==> config.mk <==
export PLATFORM = sky130hd
export DESIGN_NAME = fasrip_seq
export DESIGN_NICKNAME = d
export VERILOG_FILES = /design/src/rtl/fasrip_seq.sv
export SDC_FILE = /design/constraint.sdc
export NUM_CORES = 1
export LEC_CHECK = 0
export ABC_AREA = 1
export BUFFER_PORTS_ARGS = -buffer_cell sky130_fd_sc_hd__buf_2
export CAP_MARGIN = 20
export CORE_UTILIZATION = 40
export CTS_BUF_LIST = sky130_fd_sc_hd__clkbuf_8
export CTS_CLUSTER_SIZE = 40
export DETAILED_ROUTE_END_ITERATION = 7
export HOLD_SLACK_MARGIN = 0.12
export PLACE_DENSITY = 0.62
export SLEW_MARGIN = 0
export SYNTH_ARGS = -nofsm -noshare
export SYNTH_HDL_FRONTEND = slang
export SYNTH_SLANG_ARGS = --single-unit
==> constraint.sdc <==
create_clock -name clk -period 3.8 [get_ports clk]
set_input_delay 0.57 -clock clk [delete_from_list [all_inputs] [get_ports clk]]
set_output_delay 0.57 -clock clk [all_outputs]
set_load 0.03 [all_outputs]
==> src/rtl/fasrip_seq.sv <==
// fasrip_seq: multi-cycle wide add/subtract sequencer.
//
// A single 4-bit ripple add/sub slice (fasrip) is time-multiplexed over
// NIBBLES operand nibbles, LSB first. The inter-nibble carry is held in a
// register. The partial result is assembled in an accumulator. When the last
// nibble completes, the result, final carry and signed overflow are published
// on registered outputs. Valid/ready handshakes are used on both the operand
// side and the result side.
//
// Optional build macro: FASRIP_SEQ_BACK2BACK_EN
//   When defined, a result handoff and a new operand accept can happen on the
//   same edge, so the sequencer goes DONE->RUN without an idle bubble.
//   When undefined, DONE always returns through IDLE.
//
// Timing: out_valid rises exactly NIBBLES cycles after the accept edge.
module fasrip_seq #(
    parameter int NIBBLES = 4
) (
    input  logic                   clk,
    input  logic                   rst,
    input  logic                   in_valid,
    output logic                   in_ready,
    input  logic [4*NIBBLES-1:0]   in_a,
    input  logic [4*NIBBLES-1:0]   in_b,
    input  logic                   in_op,
    output logic                   out_valid,
    input  logic                   out_ready,
    output logic [4*NIBBLES-1:0]   out_sum,
    output logic                   out_cout,
    output logic                   out_ovf,
    output logic                   busy
);

    localparam int W     = 4 * NIBBLES;
    localparam int CNT_W = (NIBBLES > 1) ? $clog2(NIBBLES) : 1;

    localparam logic [CNT_W-1:0] LAST_CNT = CNT_W'(NIBBLES - 1);
    localparam logic [CNT_W-1:0] CNT_ZERO = {CNT_W{1'b0}};
    localparam logic [CNT_W-1:0] CNT_ONE  = CNT_W'(1);

    localparam logic [1:0] ST_IDLE = 2'd0;
    localparam logic [1:0] ST_RUN  = 2'd1;
    localparam logic [1:0] ST_DONE = 2'd2;

    // The 4-bit ripple add/sub slice. When s_op is 1, b is inverted and the
    // caller supplies cin=1, so the slice computes a - b. The result is
    // returned as {cout, s[3:0]}.
    function automatic logic [4:0] fasrip_slice(
        input logic [3:0] a,
        input logic [3:0] b,
        input logic       cin,
        input logic       s_op
    );
        logic       c;
        logic       bx;
        logic [3:0] s;
        c = cin;
        s = 4'h0;
        for (int i = 0; i < 4; i++) begin
            bx   = b[i] ^ s_op;
            s[i] = a[i] ^ bx ^ c;
            c    = (a[i] & bx) | (a[i] & c) | (bx & c);
        end
        return {c, s};
    endfunction

    // Two's-complement overflow. The effective B sign is b_msb ^ op.
    // Overflow occurs when A and the effective B have the same sign, and the
    // result sign differs from A.
    function automatic logic signed_ovf(
        input logic a_msb,
        input logic b_msb,
        input logic op,
        input logic s_msb
    );
        return (a_msb ~^ (b_msb ^ op)) & (s_msb ^ a_msb);
    endfunction

    logic [1:0]       state_r;
    logic [CNT_W-1:0] cnt_r;
    logic             carry_r;
    logic             op_r;
    logic [W-1:0]     a_r;
    logic [W-1:0]     b_r;
    logic [W-1:0]     acc_r;
    logic [W-1:0]     out_sum_r;
    logic             out_cout_r;
    logic             out_ovf_r;
    logic             out_valid_r;

    logic [CNT_W+1:0] base_s;
    logic [3:0]       a_nib_s;
    logic [3:0]       b_nib_s;
    logic [4:0]       slice_s;
    logic [W-1:0]     acc_next_s;
    logic             last_s;
    logic             in_ready_s;

    // Nibble selection and slice evaluation for the current count.
    always_comb begin
        base_s  = {cnt_r, 2'b00};
        a_nib_s = a_r[base_s +: 4];
        b_nib_s = b_r[base_s +: 4];
        slice_s = fasrip_slice(a_nib_s, b_nib_s, carry_r, op_r);
        last_s  = (cnt_r == LAST_CNT);
    end

    // Merge the freshly computed sum nibble into the accumulator image.
    always_comb begin
        acc_next_s               = acc_r;
        acc_next_s[base_s +: 4]  = slice_s[3:0];
    end

    // Operand-side readiness. This signal decodes state only, apart from
    // the reset gate and, when back-to-back is enabled, the same-edge
    // result handoff.
    always_comb begin
        if (rst) begin
            in_ready_s = 1'b0;
        end else begin
`ifdef FASRIP_SEQ_BACK2BACK_EN
            in_ready_s = (state_r == ST_IDLE) | ((state_r == ST_DONE) & out_ready);
`else
            in_ready_s = (state_r == ST_IDLE);
`endif
        end
    end

    // Sequencer state, operand latches, carry chain and published result.
    always_ff @(posedge clk) begin
        if (rst) begin
            state_r     <= ST_IDLE;
            cnt_r       <= CNT_ZERO;
            carry_r     <= 1'b0;
            op_r        <= 1'b0;
            a_r         <= {W{1'b0}};
            b_r         <= {W{1'b0}};
            acc_r       <= {W{1'b0}};
            out_sum_r   <= {W{1'b0}};
            out_cout_r  <= 1'b0;
            out_ovf_r   <= 1'b0;
            out_valid_r <= 1'b0;
        end else begin
            case (state_r)
                ST_IDLE: begin
                    if (in_valid) begin
                        a_r     <= in_a;
                        b_r     <= in_b;
                        op_r    <= in_op;
                        carry_r <= in_op;
                        cnt_r   <= CNT_ZERO;
                        state_r <= ST_RUN;
                    end
                end
                ST_RUN: begin
                    acc_r   <= acc_next_s;
                    carry_r <= slice_s[4];
                    if (last_s) begin
                        cnt_r       <= CNT_ZERO;
                        state_r     <= ST_DONE;
                        out_sum_r   <= acc_next_s;
                        out_cout_r  <= slice_s[4];
                        out_ovf_r   <= signed_ovf(a_r[W-1], b_r[W-1], op_r, slice_s[3]);
                        out_valid_r <= 1'b1;
                    end else begin
                        cnt_r <= cnt_r + CNT_ONE;
                    end
                end
                ST_DONE: begin
                    if (out_ready) begin
                        out_valid_r <= 1'b0;
`ifdef FASRIP_SEQ_BACK2BACK_EN
                        if (in_valid) begin
                            a_r     <= in_a;
                            b_r     <= in_b;
                            op_r    <= in_op;
                            carry_r <= in_op;
                            cnt_r   <= CNT_ZERO;
                            state_r <= ST_RUN;
                        end else begin
                            state_r <= ST_IDLE;
                        end
`else
                        state_r <= ST_IDLE;
`endif
                    end
                end
                default: begin
                    state_r     <= ST_IDLE;
                    cnt_r       <= CNT_ZERO;
                    carry_r     <= 1'b0;
                    out_valid_r <= 1'b0;
                end
            endcase
        end
    end

    assign in_ready  = in_ready_s;
    assign busy      = (state_r != ST_IDLE);
    assign out_valid = out_valid_r;
    assign out_sum   = out_sum_r;
    assign out_cout  = out_cout_r;
    assign out_ovf   = out_ovf_r;

endmodule
# Yosys cells after proc, flatten, opt, wreduce, memory -nomap -nowiden
# Index checks and enable logic that the tools add are counted.
# classes
n_addsub	2
multipliers	0
div	0
order_cmp	0
eq_ne	6
n_shift	4
mux	14
bitwise_logic	38
n_reduce_logical	7
# ops
cell	count
16-bit by 5-bit variable part select with 4-bit output	2
16-bit bitwise mux	1
4-bit by 6-bit variable shift with 16-bit output, first input constant	1
4-bit by 6-bit variable part select with 16-bit output	1
1-bit bitwise XOR	14
1-bit AND	13
2-bit case mux with 3 select lines	2
2-bit two-way mux	5
1-bit bitwise OR	8
2-bit != test, second input constant	3
4-bit negation with 6-bit output	1
1-bit case mux with 3 select lines	2
2-bit AND reduction	3
3-bit AND reduction	2
2-bit equality test, second input constant	2
1-bit two-way mux	4
2-bit by 1-bit adder with 2-bit output, second input constant	1
2-bit by 1-bit equality test with 1-bit output, second input constant	1
2-bit zero test	1
1-bit NOT	2
2-bit nonzero test	1
1-bit XNOR	1
# word_totals
regBits	73
latchBits	0
ram_bits	0
rom_bits	0
inputBits	37
output_inout_bits	21
word_cells	82
mem_count	0

# Longest topological paths before layout
# Gate-level depths: netlist of run 1.
# logic_depth
depth_word	15
ltp_mapped	18
mapped_depth_nobuf	16

# Worst setup path before layout of run 1
# OpenSTA, ideal clock, no wires.
# synth_path
path_kind	register to register
start	register cnt_r[0]
end	register acc_r[7]
setup_time_ns	0.056
t_arrival_ns	3.033
path_slack_ns	0.712
stages_incl_launch_ff	19
period_less_slack_ns	3.088
path_cell_list	dfxtp_1 -> buf_4 -> inv_2 -> buf_2 -> nand2_1 -> nand3_1 -> nand2_1 -> xor2_1 -> fa_1 -> inv_1 -> fa_1 -> fa_1 -> fa_1 -> inv_1 -> nor3_1 -> nand2_1 -> nand3_1 -> nand2_1 -> inv_1
# synth_via
elab_chain_len	14
# synth_rtl
item	line_no	text
from (decl)	80	logic [CNT_W-1:0] cnt_r;
from (signal assigned)	166	cnt_r <= cnt_r + CNT_ONE;
16-bit by 5-bit variable part select with 4-bit output	103	b_nib_s = b_r[base_s +: 4];
1-bit bitwise XOR	60	bx = b[i] ^ s_op;
1-bit AND	62	c = (a[i] & bx) | (a[i] & c) | (bx & c);
1-bit bitwise OR (2 in a row)	62	
1-bit AND	62	
1-bit bitwise OR (2 in a row)	62	
1-bit AND	62	
1-bit bitwise OR (2 in a row)	62	
1-bit bitwise XOR	61	s[i] = a[i] ^ bx ^ c;
4-bit by 6-bit variable part select with 16-bit output	111	acc_next_s[base_s +: 4] = slice_s[3:0];
16-bit bitwise mux (*)	111	
to (signal assigned)	138	acc_r <= {W{1'b0}};
to (signal assigned)	156	acc_r <= acc_next_s;
to (decl)	85	logic [W-1:0] acc_r;
# Every way passes the cells marked *; elsewhere a longest branch is shown, timed or not.
# A chain may end at the register's enable or synchronous reset.

# Worst setup path after layout of run 1
# Ends and elaborated chain as after synthesis.

==> results of run 1 <==
stage by stage:
stage	std cells	setup slack [ns]	utilization
2_1_floorplan	510	0.712	-
3_3_place_gp	654	0.642	0.444
3_5_place_dp	654	0.550	0.444
4_1_cts	670	0.522	0.472
5_1_grt	670	0.184	0.472
6_report	670	0.503	0.472
synthesized netlist by cell type:
cell | number | area share
nor2_1 | 114 | 0.12
nand2_1 | 101 | 0.11
dfxtp_1 | 73 | 0.41
inv_1 | 52 | 0.055
nand3_1 | 42 | 0.059
o21ai_0 | 41 | 0.058
o21a_1 | 17 | 0.036
buf_2 | 9 | 0.013
a21oi_1 | 7 | 0.0098
clkbuf_1 | 7 | 0.0074
ha_1 | 6 | 0.021
buf_6 | 5 | 0.016
fa_1 | 4 | 0.022
inv_2 | 4 | 0.0042
nand4_1 | 4 | 0.0070
xor2_1 | 4 | 0.0098
buf_4 | 3 | 0.0063
o22ai_1 | 3 | 0.0053
nor3_1 | 2 | 0.0028
nor3_2 | 2 | 0.0056
a211oi_1 | 1 | 0.0021
a21oi_2 | 1 | 0.0025
buf_1 | 1 | 0.0011
clkinv_1 | 1 | 0.0011
nand2_2 | 1 | 0.0018
nand2_4 | 1 | 0.0032
nand3b_1 | 1 | 0.0021
nor2_4 | 1 | 0.0032
nor2_8 | 1 | 0.0056
o22a_1 | 1 | 0.0025
worst paths after layout:
path	start	endpoint	slack, ns	cells past startpoint
max reg2reg	cnt_r[0]$_SDFFE_PP0P_	acc_r[7]$_SDFFE_PP0P_	0.50	16
max	cnt_r[0]$_SDFFE_PP0P_	acc_r[7]$_SDFFE_PP0P_	0.50	16
min reg2reg	out_cout$_SDFFE_PP0P_	out_cout$_SDFFE_PP0P_	0.47	2
min	in_a[10]	a_r[10]$_SDFFE_PP0P_	0.47	3
flip-flops by register name, indices dropped and copies added (netlist names):
signal and flops:
state_r 2, carry_r 1, out_sum 16, cnt_r 2
out_ovf 1, out_valid 1, out_cout 1, b_r 16
a_r 16, acc_r 16, op_r 1
report_power, final:
part	internal, uW	switching (uW)	total, uW
sequential	814	27.7	841
combinational	114	201	315
clock	450	286	737
layer usage:
| layer | vias up | GRT usage |
|---|---|---|
| met4 | 0 | 0.0637 |
| li1 | 1692 | - |
| met2 | 73 | 0.333 |
| met3 | 13 | 0.0458 |
| met1 | 1429 | 0.227 |
| met5 | - | 0 |
worst max-delay path, cell delays in order (launching register included):
cell and delay [ns]:
dfxtp_1 0.32, inv_2 0.32, nand2_1 0.11, nand3_1 0.09, nand2_1 0.07, xor2_1 0.17
fa_1 0.19, inv_1 0.05, fa_1 0.37, fa_1 0.40, fa_1 0.55, inv_1 0.09
nor3_1 0.23, nand2_1 0.11, nand3_1 0.09, nand2_1 0.06, inv_1 0.04
cell families after synthesis:
| kind of cell | Yosys count |
|---|---|
| and+or+nand+nor | 270 |
| AOI/OAI and AO/OA | 71 |
| xor gates and xnor gates | 4 |
| DFF | 73 |
| buffers and inverters | 82 |
| adders and majority gates | 10 |
area by class of cell:
cell class | count | area (um^2) | share of cell area
Clock inverter | 6 | 106 | 0.0259
Timing Repair Buffer | 61 | 315 | 0.0769
Multi-Input combinational cell | 355 | 1730 | 0.422
Inverter | 57 | 214 | 0.0522
Tap cell | 108 | 135 | 0.0330
Sequential cell | 73 | 1460 | 0.356
Clock buffer | 10 | 138 | 0.0336
cells in the final DEF, fill, tap and decap left out, types with 4 or more instances in the layout:
cell      netlist  routed
a21oi_1         7       7
buf_2           9      57
buf_4           3       4
clkbuf_8        0      10
dfxtp_1        73      73
fa_1            4       4
ha_1            6       6
inv_1          52      53
inv_2           4       4
nand2_1       101     101
nand3_1        42      42
nand4_1         4       4
nor2_1        114     114
o21a_1         17      17
o21ai_0        41      41
xor2_1          4       4
==> flow_summary.ini, run 1 <==
[route]
ant_nets = 0
vias_per_cell = 4.79
initialDrtViolationCount = 83
wl_per_cell_um = 11.9
drc = 0
wl_met3_um = 316
wl_met1_um = 3700
first_pass_iters = 4
wl_met2_um = 3790
num_vias = 3207
top_layer = met4
routed_wl_um = 7950

[global_route]
grt_max_degree = 38
grt_pass1_wl_um = 13600
antenna_found_initial = 0
overflow = 0
grt_pass1_vias = 3026
grt.total_usage = 0.190

[setup_path]
cp.required_ns = 4.10
cp-end-kind = flop
critPathKind = reg2reg
start_kind = flop
worst-path-max-fanout = 25
arrival_ns = 3.59

[yosys]
yosys.area_share.simple = 0.317
yosysWarnings = 0
syn_avg_cell_area_um2 = 6.98
synth_compound_area_frac = 0.116
synthAdderAreaFrac = 0.0436
ys_ff_latch = 73
synth-xor-area-share = 0.00984
synth_top_family_by_area = simple AND/OR/NAND/NOR gates
syn-cell-area_mm2 = 0.00356
synthMuxAreaShare = 0
ys_types = 30
seq_area_frac_synth = 0.411
synth_nets = 557
synth_cells = 510

[cts]
tritoncts = done
ctsHoldBuffers = 0
cts_resized = 0
cts-htree-levels = 3
clock_path_buffers = 2
insertion_delay_ns = 0.35
cts_made_buffers = 9
cts-root-buf = clkbuf_8
clk_pin_slew_ns = 0.08
cts_sinks = 73
post_cts_buffers = 0

[worst_hold_path]
hp-class = in2reg

[floorplanning]
rows = 34
die_h_um = 96.3
dieArea_mm2 = 0.00928
io_pins = 58
core_area_mm2 = 0.00868
dieWidth_um = 96.3
start_util = 0.410

[sta]
tightest_slew_ns = 0.610
max_freq_ghz = 0.303
slew_headroom = 0.593
hold_viol = 0
rsz0062_at_grt = false
period_share = 0.868
slew_violations = 0
hold_ws_ns = 0.467
setup_violations = 0
tns_ns = 0
fin_crit_ns = 3.30
finalClockSkew_ns = 0.00837

[cells_and_area]
drive_above_1_share = 0.155
insertedDiodeCount = 0
final_area_mm2 = 0.00410
nFillCells = 924
syn_to_final_growth_pct = 15.2
nets = 604

[placed_design]
dp.final_hpwl_um = 5590
routabilityCongestion = 0.842
dpl_cell_area_mm2 = 0.00386
port_buffers = 57

[power]
peakVddDrop_v = 0.000287
p_leak_uw = 0.00203
power.total_uw = 1890
p_per_area_mw_per_mm2 = 462

[outcome]
status = finished, final reports clean

[job]
drv_cap = 0
No activity file was read; power rests on OpenSTA's default activity.
==> run 2, diff against run 1 <==
- ABC_AREA: 1 -> 0
==> run 2 against run 1 <==
First-iteration DRC count decreased by 22%; synthesized area decreased by 3.9%; die area decreased by 3.9%; clock power decreased by 32%; combinational power decreased by 19%; fmax decreased by 5.7%; utilization decreased by 0.37 points; non-clock buffer count increased by 4; synthesized cell count decreased by 28%; register-to-register slack got worse by 0.20 ns; count of clock-buffer cells in the layout unchanged; critical endpoint is now acc_r[11]$_SDFFE_PP0P_; largest cell class unchanged; largest power group unchanged.
==> flow_summary.ini, run 2 <==
[outcome]
status = finished, final reports clean

[sta]
tns_ns = 0
rsz0062_at_grt = false
tightest_slew_ns = 0.859
period_share = 0.921
slew_violations = 0
slew_headroom = 0.427
hold_viol = 0
fin_crit_ns = 3.50
setup_violations = 0
max_freq_ghz = 0.286
finalClockSkew_ns = 0.00389

[yosys]
yosys.area_share.simple = 0.190
synth_common_cells = 73 x dfxtp_1, 68 x nand2_1, 41 x nor2_1
yosysWarnings = 0
syn-cell-area_mm2 = 0.00342
ys_ff_latch = 73
seq_area_frac_synth = 0.427
synth_cells = 367
syn_avg_cell_area_um2 = 9.32
synthAdderAreaFrac = 0.0454
synth_enable_flop_cells = 0
synth_compound_area_frac = 0.182
synth-xor-area-share = 0.0128
synthTopCellsByArea = dfxtp_1 43%, nand2_1 7.5%, a211oi_2 6.2%
synth_top_family_by_area = simple AND/OR/NAND/NOR gates
synth_top_area_share = 0.427
synth_nets = 414
synthArstFlopShare = 0
synth_top_area_cell = dfxtp_1
ys.flop_type = dfxtp_1
synthMuxAreaShare = 0.0732
synth_most_common_cell = dfxtp_1
ys_types = 35

[worst_hold_path]
whs_path_depth = 2
min_from = b_r[10]$_SDFFE_PP0P_
hp-class = reg2reg

[job]
drv_cap = 0

[setup_path]
critPathKind = reg2reg
cp.required_ns = 4.06
cp-end-kind = flop
worst-path-max-fanout = 6
r2r_start = cnt_r[0]$_SDFFE_PP0P_
arrival_ns = 3.76
r2r_cells = 10
crit_start = cnt_r[0]$_SDFFE_PP0P_
start_kind = flop

[route]
num_vias = 2635
initialDrtViolationCount = 65
drc = 0
routed_wl_um = 7210
first_pass_iters = 4
vias_per_cell = 5.09
wl_per_cell_um = 13.9
ant_nets = 0

[cells_and_area]
syn_to_final_growth_pct = 13.2
final_common_cell = dfxtp_1
nets = 458
nFillCells = 839
drive_above_1_share = 0.257
insertedDiodeCount = 0
regArea_mm2 = 0.00146
multi_input_area_mm2 = 0.00172
mostFrequentLayoutCells = 72 x dfxtp_1, 68 x nand2_1, 57 x buf_2

[floorplanning]
rows = 33
start_util = 0.414
io_pins = 58
dieArea_mm2 = 0.00892
dieWidth_um = 94.5
core_area_mm2 = 0.00826
die_h_um = 94.5

[global_route]
grt_max_degree = 74
grt_pass1_vias = 2536
grt.total_usage = 0.178
overflow = 0
antenna_found_initial = 0
grt_pass1_wl_um = 12000

[cts]
tritoncts = done
cts_made_buffers = 9
cts_sinks = 73
cts-root-buf = clkbuf_8
insertion_delay_ns = 0.34
cts-htree-levels = 3
clk_pin_slew_ns = 0.07
post_cts_buffers = 0
clock_path_buffers = 2

[placed_design]
routabilityCongestion = 0.833
dp.final_hpwl_um = 4920
port_buffers = 57

[power]
power.total_uw = 1580
p_leak_uw = 0.00153
p_per_area_mw_per_mm2 = 409
peakVddDrop_v = 0.000220
-- run 2: final timing paths --
path	to	slack, ns
max	acc_r[11]$_SDFFE_PP0P_	0.30
min	b_r[10]$_SDFFE_PP0P_	0.45
max reg2reg	acc_r[11]$_SDFFE_PP0P_	0.30
min reg2reg	b_r[10]$_SDFFE_PP0P_	0.45
-- run 2: area by class of cell --
class / count / area share
clock buffer: 10 / 0.0356
clock inverter: 3 / 0.00323
inverter: 8 / 0.00776
multi-input combinational: 254 / 0.445
sequential: 73 / 0.378
tap: 105 / 0.0339
timing repair buffer: 65 / 0.0963
-- run 2: per-stage QoR --
stage               cell area (um^2)  setup slack (ns)  hold WS, ns  std cells  utilization
global route                    3870            0.0671        0.450        518        0.469
floorplan                       3420             0.345        0.433        367            -
finish                          3870             0.302        0.455        518        0.469
global placement                3680             0.290        0.442        503        0.445
CTS                             3830             0.208        0.438        516        0.463
detailed placement              3680             0.217        0.449        503        0.445
-- run 2: cells by family after synthesis --
logic type	count (synthesis)
flops	73
xor+xnor	5
compound gates	84
fa+ha+maj	10
mux	15
simple gates	140
buf+inv	40
-- run 2: power by group --
part | switching [uW] | total [uW] | internal (uW) | leakage (uW)
Combinational | 145 | 254 | 109 | 0.000847
Clock | 262 | 500 | 238 | 0.0000865
Sequential | 25.6 | 830 | 805 | 0.000597
Total | 433 | 1580 | 1150 | 0.00153
-- run 2: layer usage --
layer  part of all wire  vias to the layer above  global-route usage
met5                  0                        -                   0
met4              0.023                        0              0.0871
met1               0.47                     1212               0.216
met2               0.47                       59               0.292
met3              0.041                       10              0.0451
li1                   -                     1354                   -
-- run 2: worst max-delay path: stages, from the launching register on --
cell and delay (ns):
dfxtp_2 0.39, mux4_2 0.52, xnor2_1 0.19, fa_1 0.20
inv_1 0.05, fa_1 0.40, fa_1 0.39, fa_1 0.60
nor4bb_1 0.29, mux2i_1 0.15, a211oi_1 0.24
-- run 2: repair_timing --
| action | in CTS | in global routing |
|---|---|---|
| gates resized for setup | 0 | 1 |
| hold buffers | 0 | 0 |
| setup endpoints to repair | 0 | 1 |
